### src/rtl/logic_unit_pipe_if.sv
// Handshake bundle for the pipelined logic unit: issue side (in_*) and result side (out_*).
interface logic_unit_pipe_if #(
  parameter int unsigned WIDTH = 64,
  parameter int unsigned TAG_W = 4
);
  logic             in_valid;
  logic             in_ready;
  logic [2:0]       in_op;
  logic [WIDTH-1:0] in_a;
  logic [WIDTH-1:0] in_b;
  logic [TAG_W-1:0] in_tag;
  logic             out_valid;
  logic             out_ready;
  logic [WIDTH-1:0] out_result;
  logic             out_zero;
  logic [TAG_W-1:0] out_tag;

  // Issue logic / consumer side
  modport master (
    output in_valid, in_op, in_a, in_b, in_tag, out_ready,
    input  in_ready, out_valid, out_result, out_zero, out_tag
  );

  // Logic unit side
  modport slave (
    input  in_valid, in_op, in_a, in_b, in_tag, out_ready,
    output in_ready, out_valid, out_result, out_zero, out_tag
  );
endinterface

### src/rtl/logic_unit_pipe.sv
// Two-stage pipelined bitwise logic unit with valid/ready on both sides and a sideband tag.
// S1 captures the operands, S2 holds the computed result; outputs come straight from S2.
module logic_unit_pipe #(
  parameter int unsigned WIDTH = 64,
  parameter int unsigned TAG_W = 4
) (
  input logic              clk,
  input logic              rst_n,
  logic_unit_pipe_if.slave bus
);

  localparam int unsigned OP_W = 3;

  typedef enum logic [OP_W-1:0] {
    OP_AND   = 3'b000,
    OP_OR    = 3'b001,
    OP_XOR   = 3'b010,
    OP_NAND  = 3'b011,
    OP_NOR   = 3'b100,
    OP_XNOR  = 3'b101,
    OP_ANDN  = 3'b110,
    OP_PASSA = 3'b111
  } op_e;

  logic             s1_valid_q, s1_valid_d;
  op_e              s1_op_q, s1_op_d;
  logic [WIDTH-1:0] s1_a_q, s1_a_d;
  logic [WIDTH-1:0] s1_b_q, s1_b_d;
  logic [TAG_W-1:0] s1_tag_q, s1_tag_d;

  logic             s2_valid_q, s2_valid_d;
  logic [WIDTH-1:0] s2_result_q, s2_result_d;
  logic             s2_zero_q, s2_zero_d;
  logic [TAG_W-1:0] s2_tag_q, s2_tag_d;

  logic             s2_adv_c;
  logic             s1_adv_c;
  logic             s1_load_c;
  logic             s2_load_c;
  logic [WIDTH-1:0] result_c;

  // Advance conditions: a stage moves when it is empty or its downstream moves
  always_comb begin
    s2_adv_c  = !s2_valid_q || bus.out_ready;
    s1_adv_c  = !s1_valid_q || s2_adv_c;
    s1_load_c = s1_adv_c && bus.in_valid;
    s2_load_c = s2_adv_c && s1_valid_q;
  end

  // Bitwise operation on the S1 operands
  always_comb begin
    result_c = '0;
    unique case (s1_op_q)
      OP_AND:   result_c = s1_a_q & s1_b_q;
      OP_OR:    result_c = s1_a_q | s1_b_q;
      OP_XOR:   result_c = s1_a_q ^ s1_b_q;
      OP_NAND:  result_c = ~(s1_a_q & s1_b_q);
      OP_NOR:   result_c = ~(s1_a_q | s1_b_q);
      OP_XNOR:  result_c = ~(s1_a_q ^ s1_b_q);
      OP_ANDN:  result_c = s1_a_q & ~s1_b_q;
      OP_PASSA: result_c = s1_a_q;
    endcase
  end

  // Next state: valids follow the advance, data only load on a real transfer
  always_comb begin
    s1_valid_d  = s1_valid_q;
    s1_op_d     = s1_op_q;
    s1_a_d      = s1_a_q;
    s1_b_d      = s1_b_q;
    s1_tag_d    = s1_tag_q;
    s2_valid_d  = s2_valid_q;
    s2_result_d = s2_result_q;
    s2_zero_d   = s2_zero_q;
    s2_tag_d    = s2_tag_q;

    if (s1_adv_c) s1_valid_d = bus.in_valid;
    if (s1_load_c) begin
      s1_op_d  = op_e'(bus.in_op);
      s1_a_d   = bus.in_a;
      s1_b_d   = bus.in_b;
      s1_tag_d = bus.in_tag;
    end

    if (s2_adv_c) s2_valid_d = s1_valid_q;
    if (s2_load_c) begin
      s2_result_d = result_c;
      s2_zero_d   = ~|result_c;
      s2_tag_d    = s1_tag_q;
    end
  end

  // Pipeline registers, cleared asynchronously; in-flight work is dropped on reset
  always_ff @(posedge clk or negedge rst_n) begin
    if (!rst_n) begin
      s1_valid_q  <= 1'b0;
      s1_op_q     <= OP_AND;
      s1_a_q      <= '0;
      s1_b_q      <= '0;
      s1_tag_q    <= '0;
      s2_valid_q  <= 1'b0;
      s2_result_q <= '0;
      s2_zero_q   <= 1'b0;
      s2_tag_q    <= '0;
    end else begin
      s1_valid_q  <= s1_valid_d;
      s1_op_q     <= s1_op_d;
      s1_a_q      <= s1_a_d;
      s1_b_q      <= s1_b_d;
      s1_tag_q    <= s1_tag_d;
      s2_valid_q  <= s2_valid_d;
      s2_result_q <= s2_result_d;
      s2_zero_q   <= s2_zero_d;
      s2_tag_q    <= s2_tag_d;
    end
  end

  // in_ready is combinational from out_ready; out_* come only from S2 registers
  assign bus.in_ready   = s1_adv_c;
  assign bus.out_valid  = s2_valid_q;
  assign bus.out_result = s2_result_q;
  assign bus.out_zero   = s2_zero_q;
  assign bus.out_tag    = s2_tag_q;

endmodule
### src/flat_wrapper.sv
// flat-port wrapper written by rule: the top's interface ports become plain ports
module logic_unit_pipe_flat 
#(
  parameter int unsigned WIDTH = 64,
  parameter int unsigned TAG_W = 4
)
  (clk, rst_n, bus_in_valid, bus_in_op, bus_in_a, bus_in_b, bus_in_tag, bus_out_ready, bus_in_ready, bus_out_valid, bus_out_result, bus_out_zero, bus_out_tag);
  logic_unit_pipe_if #(.WIDTH(WIDTH), .TAG_W(TAG_W)) bus_i ();
  input logic clk;
  input logic rst_n;
  input wire logic [$bits(bus_i.in_valid)-1:0] bus_in_valid;
  input wire logic [$bits(bus_i.in_op)-1:0] bus_in_op;
  input wire logic [$bits(bus_i.in_a)-1:0] bus_in_a;
  input wire logic [$bits(bus_i.in_b)-1:0] bus_in_b;
  input wire logic [$bits(bus_i.in_tag)-1:0] bus_in_tag;
  input wire logic [$bits(bus_i.out_ready)-1:0] bus_out_ready;
  output wire logic [$bits(bus_i.in_ready)-1:0] bus_in_ready;
  output wire logic [$bits(bus_i.out_valid)-1:0] bus_out_valid;
  output wire logic [$bits(bus_i.out_result)-1:0] bus_out_result;
  output wire logic [$bits(bus_i.out_zero)-1:0] bus_out_zero;
  output wire logic [$bits(bus_i.out_tag)-1:0] bus_out_tag;
  assign bus_i.in_valid = bus_in_valid;
  assign bus_i.in_op = bus_in_op;
  assign bus_i.in_a = bus_in_a;
  assign bus_i.in_b = bus_in_b;
  assign bus_i.in_tag = bus_in_tag;
  assign bus_i.out_ready = bus_out_ready;
  assign bus_in_ready = bus_i.in_ready;
  assign bus_out_valid = bus_i.out_valid;
  assign bus_out_result = bus_i.out_result;
  assign bus_out_zero = bus_i.out_zero;
  assign bus_out_tag = bus_i.out_tag;
  logic_unit_pipe #(.WIDTH(WIDTH), .TAG_W(TAG_W)) u_core (.clk(clk), .rst_n(rst_n), .bus(bus_i));
endmodule
### config.mk
export PLATFORM = sky130hd
export DESIGN_NAME = logic_unit_pipe_flat
export DESIGN_NICKNAME = d
export VERILOG_FILES = /design/src/rtl/logic_unit_pipe_if.sv /design/src/rtl/logic_unit_pipe.sv /design/src/flat_wrapper.sv
export SDC_FILE = /design/constraint.sdc
export NUM_CORES = 1
export LEC_CHECK = 0
export BUFFER_PORTS_ARGS = -buffer_cell sky130_fd_sc_hd__buf_2
export CORE_AREA = 5 5 201 203
export DETAILED_ROUTE_END_ITERATION = 10
export DIE_AREA = 0 0 206 208
export PLACE_DENSITY = 0.67
export SLEW_MARGIN = 20
export SYNTH_ARGS = -nofsm -noshare
export SYNTH_HDL_FRONTEND = slang
export SYNTH_SLANG_ARGS = --single-unit
### constraint.sdc
create_clock -name clk -period 4.2 [get_ports clk]
set_input_delay 0.42 -clock clk [delete_from_list [all_inputs] [get_ports clk]]
set_output_delay 0.42 -clock clk [all_outputs]
set_load 0.01 [all_outputs]
# --- After elaboration in Yosys (flattened, before gate mapping) ---
# Index checks and enable logic that the tools add are counted.
# W data, S select, Z words.
word_totals:
  out_inout_bits: 71
  elab_cells: 34
  regBits: 206
classes:
  bitwise_logic: 8
  n_eq_ne: 7
  muxes: 1
  n_reduce_logical: 9
op_table:
  columns: ["op", "count"]
  rows:
  - ["$pmux W64 S8", 1]
  - ["$not A64 Y64", 4]
  - ["$and A64 B64 Y64", 2]
  - ["$or A64 B64 Y64", 1]
  - ["$reduce_or A64 Y1", 1]
  - ["$xor A64 B64 Y64", 1]
  - ["$eq A3 B3 Y1 const B", 4]
  - ["$eq A3 B2 Y1 const B", 2]
  - ["$eq A3 B1 Y1 const B", 1]
  - ["$logic_not A1 Y1", 3]
  - ["$logic_not A3 Y1", 1]
  - ["$logic_and A1 B1 Y1", 2]
  - ["$logic_or A1 B1 Y1", 2]

# --- Longest topological paths before layout ---
logic_depth:
  depth_word: 5
  depth_mapped: 13
  depth_no_buf: 10

# --- Least setup slack after synthesis ---
# OpenSTA, ideal clock, no wires.
synth_timing:
  path_type: "reg2reg"
  from: "register u_core.s1_a_q[52]"
  to: "register u_core.s2_zero_q (netlist: u_core.bus.out_zero)"
  arrival_ns: 2.305
  setup_ns: 0.067
  period_less_slack_ns: 2.372
  setup_slack_ns: 1.828
  path_stages_with_launch: 10
  required_time_ns: 4.133
  cell_sequence: "dfrtp_1 -> inv_1 -> ha_1 -> inv_1 -> mux4_2 -> a21oi_1 -> nand2_1 -> or4bb_1 -> nor4_1 -> a32o_1"
synth_between:
  elab_chain_cells: 5
synth_rtl:
  columns: ["element", "line_no", "source"]
  rows:
  - ["from (decl)", "logic_unit_pipe.sv:27", "logic [WIDTH-1:0] s1_a_q, s1_a_d;"]
  - ["from (signal assigned)", "logic_unit_pipe.sv:98", "s1_a_q <= '0;"]
  - ["from (signal assigned)", "logic_unit_pipe.sv:108", "s1_a_q <= s1_a_d;"]
  - ["$xor A64 B64 Y64, or another cell as far along", "logic_unit_pipe.sv:56, logic_unit_pipe.sv:59", null]
  - ["$not A64 Y64 (on tied branches)", "logic_unit_pipe.sv:59, logic_unit_pipe.sv:57, logic_unit_pipe.sv:58", null]
  - ["$pmux W64 S8 *", "logic_unit_pipe.sv:53", "unique case (s1_op_q)"]
  - ["$reduce_or A64 Y1 *", "logic_unit_pipe.sv:88", "s2_zero_d = ~|result_c;"]
  - ["$logic_not A1 Y1 *", "logic_unit_pipe.sv:88", null]
  - ["to (signal assigned)", "logic_unit_pipe.sv:113", "s2_zero_q <= s2_zero_d;"]
  - ["to (decl)", "logic_unit_pipe.sv:33", "logic s2_zero_q, s2_zero_d;"]
# Every way passes the cells marked *; elsewhere a longest branch is shown, timed or not.
# A chain may end at the register's enable or synchronous reset.

# --- Worst setup path in the final report ---
layout_timing:
  from: "register u_core.s1_op_q[1]"
  to: "register u_core.s2_zero_q (netlist: u_core.bus.out_zero)"
layout_between:
  elab_chain_cells: 4
layout_rtl:
  columns: ["element", "line_no", "source"]
  rows:
  - ["from (decl)", "logic_unit_pipe.sv:26", "op_e s1_op_q, s1_op_d;"]
  - ["from (signal assigned)", "logic_unit_pipe.sv:107", "s1_op_q <= s1_op_d;"]
  - ["$eq A3 B3 Y1, or another cell as far along", "logic_unit_pipe.sv:53", null]
  - ["$pmux W64 S8 *", "logic_unit_pipe.sv:53", null]
  - ["$reduce_or A64 Y1 *", "logic_unit_pipe.sv:88", null]
  - ["$logic_not A1 Y1 *", "logic_unit_pipe.sv:88", null]
# Marked as above.

==> impl_metrics.py <==
metrics = {
    "min_path": {
        "timing.hold.worst.class": "input pin to flop",
        "hold_start": "bus_in_a[37]",
    },
    "timing": {
        "grt_setup_unrepaired": "no",
        "achievable-frequency_mhz": 298,
        "fin_skew_ns": 0.0224,
        "finalSetupViolations": 0,
        "slew-limit-headroom_pct": 26.1,
        "final_critical_path_setup_slack_ns": 0.845,
        "fin_crit_sh_pct": 79.9,
        "layout_min_cycle_time_ns": 3.36,
        "fin_tns_setup_ns": 0,
        "max_slew_violation_count": 0,
        "hold_viol_final": 0,
        "transition_at_the_pin_with_the_smallest_max_transition_slack_ns": 1.09,
    },
    "worst_setup_path": {
        "critical-path-top-delay-family": "simple AND/OR/NAND/NOR gates",
        "critical_path_class": "flop to flop",
        "endpoint_kind": "flop",
        "critPathLaunch": "u_core.s1_op_q[1]$_DFFE_PN0P_",
        "cp_cell_sequence": "buf_4, buf_4, mux2i_1, a22oi_1, o211ai_1, nand4_1, nor4_1, nand3_1, nor4_1, a32o_1",
        "rrSetupSlack_ns": 0.84,
        "worstSetupStartpointType": "flop",
        "reg2reg_from": "u_core.s1_op_q[1]$_DFFE_PN0P_",
        "cp_num_buf_inv": 2,
        "critical_path.max_stage_delay_ns": 0.76,
        "crit_slowest_cell": "sky130_fd_sc_hd__dfrtp_4",
        "cp_data_required_time_ns": 4.69,
        "critical_path_arrival_ns": 3.84,
        "crit_fanout": 51,
    },
    "floorplan": {
        "floorplan.io_pins": 210,
        "core.rowCount": 72,
        "die_y_um": 208,
        "chipWidth_um": 206,
        "floorplan.initialDensity_pct": 39.6,
        "die_area_um2": 42800,
        "core_region_area_um2": 38300,
    },
    "final_layout": {
        "final_layout_size_suffix_gt1_share_pct": 27.8,
        "areaGrowthSynthToFinish_pct": 15.9,
        "seqCellArea_um2": 5160,
        "layout.cells.most_common_list": "sky130_fd_sc_hd__buf_2, sky130_fd_sc_hd__dfrtp_1, sky130_fd_sc_hd__ha_1",
        "fin_nets": 2042,
        "final_common_cell": "sky130_fd_sc_hd__buf_2",
        "multi_input_area_um2": 8890,
        "insertedDiodeCount": 0,
        "nFillCells": 3651,
    },
    "clock_tree": {
        "cts-root-buf": "sky130_fd_sc_hd__clkbuf_16",
        "cts.repair.resized": 0,
        "cts_inserted_buffers": 26,
        "clock_sinks": 206,
        "cts_tree": "done",
        "buffers_from_clock_root_to_sink_at_most": 3,
        "cts_setup_buffers": 0,
        "clk_transition_reported_paths_ns": 0.07,
        "clk_latency_worst_skew_pair_ns": 0.55,
        "ctsHtreeMaxLevel": 1,
        "postCtsHoldBufs": 1,
    },
    "grt": {
        "tot_gr_track_use_pct": 21.3,
        "grt_overflow_total": 0,
        "grt_start_max_net_pins": 110,
        "first_global_vias": 12700,
        "grt_pass1_wl_um": 72700,
        "antenna_found_initial": 1,
    },
    "logic_synthesis": {
        "synth_adder_area_share_pct": 15.9,
        "synth-main-ff-cell": "sky130_fd_sc_hd__dfrtp_1",
        "seq_area_frac_synth_pct": 34.0,
        "synth_simple_gate_area_share_pct": 9.62,
        "synth-edff-count": 0,
        "syn_area_per_cell_um2": 9.79,
        "mappedNetlistArea_um2": 15200,
        "synth_top_family_by_area": "multiplexers",
        "synth.yosys.warnings": 0,
        "syn_inst": 1548,
        "synth_async_sr_flop_share_pct": 100,
        "synth_compound_area_share_pct": 16.0,
        "synth.ff_latch_count": 206,
        "yosys.cell_types.count": 68,
        "synth_fp_nets": 1879,
        "synthMuxAreaShare_pct": 17.1,
        "synthXorXnorAreaFrac_pct": 0,
    },
    "routing": {
        "vias_per_cell": 5.59,
        "wl_met3_um": 3920,
        "drt-pass1-iter-count": 5,
        "detailed_route_via_count": 12600,
        "met2WireLength_um": 20600,
        "wire_per_inst_um": 20.8,
        "initialDrtViolationCount": 940,
        "totalWireLength_um": 46700,
        "drt_drc_violations_left": 0,
        "met1Wirelength_um": 20400,
        "number_of_nets_still_failing_antenna_checks_after_routing": 0,
        "route.top_layer_used": "met5",
    },
    "pwr": {
        "cellLeakagePower_uw": 0.00845,
        "vdd_drop_max_mv": 0.315,
        "power_density_nw_per_um2": 490,
    },
    "place": {
        "dp_worst_setup_slack_ns": 0.918,
        "placement.io_buffers": 209,
        "place_hpwl_um": 34200,
        "routabilityCongestion": 0.919,
    },
    "status": {
        "status": "finished, final reports clean",
    },
    "run": {
        "maxCapViolCount": 0,
    },
}
==> synth_stat cells, types with 23 or more instances <==
| library cell | instances | share of area [%] |
|---|---|---|
| sky130_fd_sc_hd__mux2i_1 | 53 | 3.5 |
| sky130_fd_sc_hd__a21oi_1 | 73 | 2.4 |
| sky130_fd_sc_hd__o22ai_1 | 26 | 1.1 |
| sky130_fd_sc_hd__nor2_1 | 69 | 1.7 |
| sky130_fd_sc_hd__dfrtp_1 | 206 | 34 |
| sky130_fd_sc_hd__buf_2 | 39 | 1.3 |
| sky130_fd_sc_hd__mux2_2 | 165 | 12 |
| sky130_fd_sc_hd__nand2_1 | 115 | 2.8 |
| sky130_fd_sc_hd__clkbuf_1 | 39 | 0.97 |
| sky130_fd_sc_hd__inv_1 | 144 | 3.6 |
| sky130_fd_sc_hd__o21ai_0 | 96 | 3.2 |
| sky130_fd_sc_hd__nor2b_1 | 23 | 0.95 |
| sky130_fd_sc_hd__ha_1 | 192 | 16 |
| sky130_fd_sc_hd__nand2b_1 | 31 | 1.3 |
==> cells by family (layout without fill, tap and decap cells) <==
group                    Yosys count  in the layout
buffers and inverters            253            434
adder cells (fa/ha/maj)          192            192
AND/OR/NAND/NOR                  307            307
multiplexers                     227            227
flip-flops                       206            206
AO/OA/AOI/OAI                    363            363
==> worst register-to-register path, stage by stage (launching register included) <==
cell                       delay, ns
sky130_fd_sc_hd__dfrtp_4        0.76
sky130_fd_sc_hd__buf_4          0.48
sky130_fd_sc_hd__buf_4          0.37
sky130_fd_sc_hd__mux2i_1        0.24
sky130_fd_sc_hd__a22oi_1        0.11
sky130_fd_sc_hd__o211ai_1       0.19
sky130_fd_sc_hd__nand4_1        0.16
sky130_fd_sc_hd__nor4_1         0.38
sky130_fd_sc_hd__nand3_1        0.21
sky130_fd_sc_hd__nor4_1         0.21
sky130_fd_sc_hd__a32o_1         0.19
==> where the power goes <==
part	total, µW	switching (µW)	internal, µW
combinational	3240	1860	1380
clock	2460	920	1540
sequential	2910	485	2420
total	8610	3260	5350
==> flip-flops by register name, indices dropped and copies added (netlist names), 3 cells and up <==
name                   cells
u_core.bus.out_tag         4
u_core.bus.out_result     64
u_core.s1_op_q             3
u_core.s1_a_q             64
u_core.s1_b_q             64
u_core.s1_tag_q            4
==> path summary, 6_finish.rpt <==
path	to	cells past startpoint
min in group asynchronous	u_core.s1_a_q[12]$_DFFE_PN0P_	2
min	u_core.s1_a_q[37]$_DFFE_PN0P_	2
max in group asynchronous	u_core.s1_b_q[39]$_DFFE_PN0P_	3
max reg2reg	u_core.bus.out_zero$_DFFE_PN0P_	10
min reg2reg	u_core.bus.out_result[25]$_DFFE_PN0P_	2
max	u_core.bus.out_zero$_DFFE_PN0P_	10
==> metal layers <==
metal  up-vias  GRT usage, %
met4         2          6.88
met3       102          5.08
met5         -             0
met1      6145          29.7
met2       491          32.7
li1       5810             -
==> stage by stage <==
stage          hold WS, ns  instances  total power [µW]  utilization (%)  cell area [µm²]
3_5_place_dp         0.465       2200              6140             43.4            16600
3_3_place_gp         0.457       2200              6010             43.4            16600
2_1_floorplan        0.124       1548              4930                -            15200
5_1_grt             0.0874       2247              9160             45.9            17600
6_report             0.105       2247              8610             45.9            17600
4_1_cts             0.0805       2247              8660             45.9            17600
==> area by class of cell <==
class / instances / share of cell area (%)
multi-input combinational: 1089 / 50.6
sequential: 206 / 29.4
tap: 518 / 3.69
timing repair buffer: 242 / 7.80
clock buffer: 29 / 3.89
clock inverter: 17 / 1.48
inverter: 146 / 3.12
No activity file was read; power rests on OpenSTA's default activity.
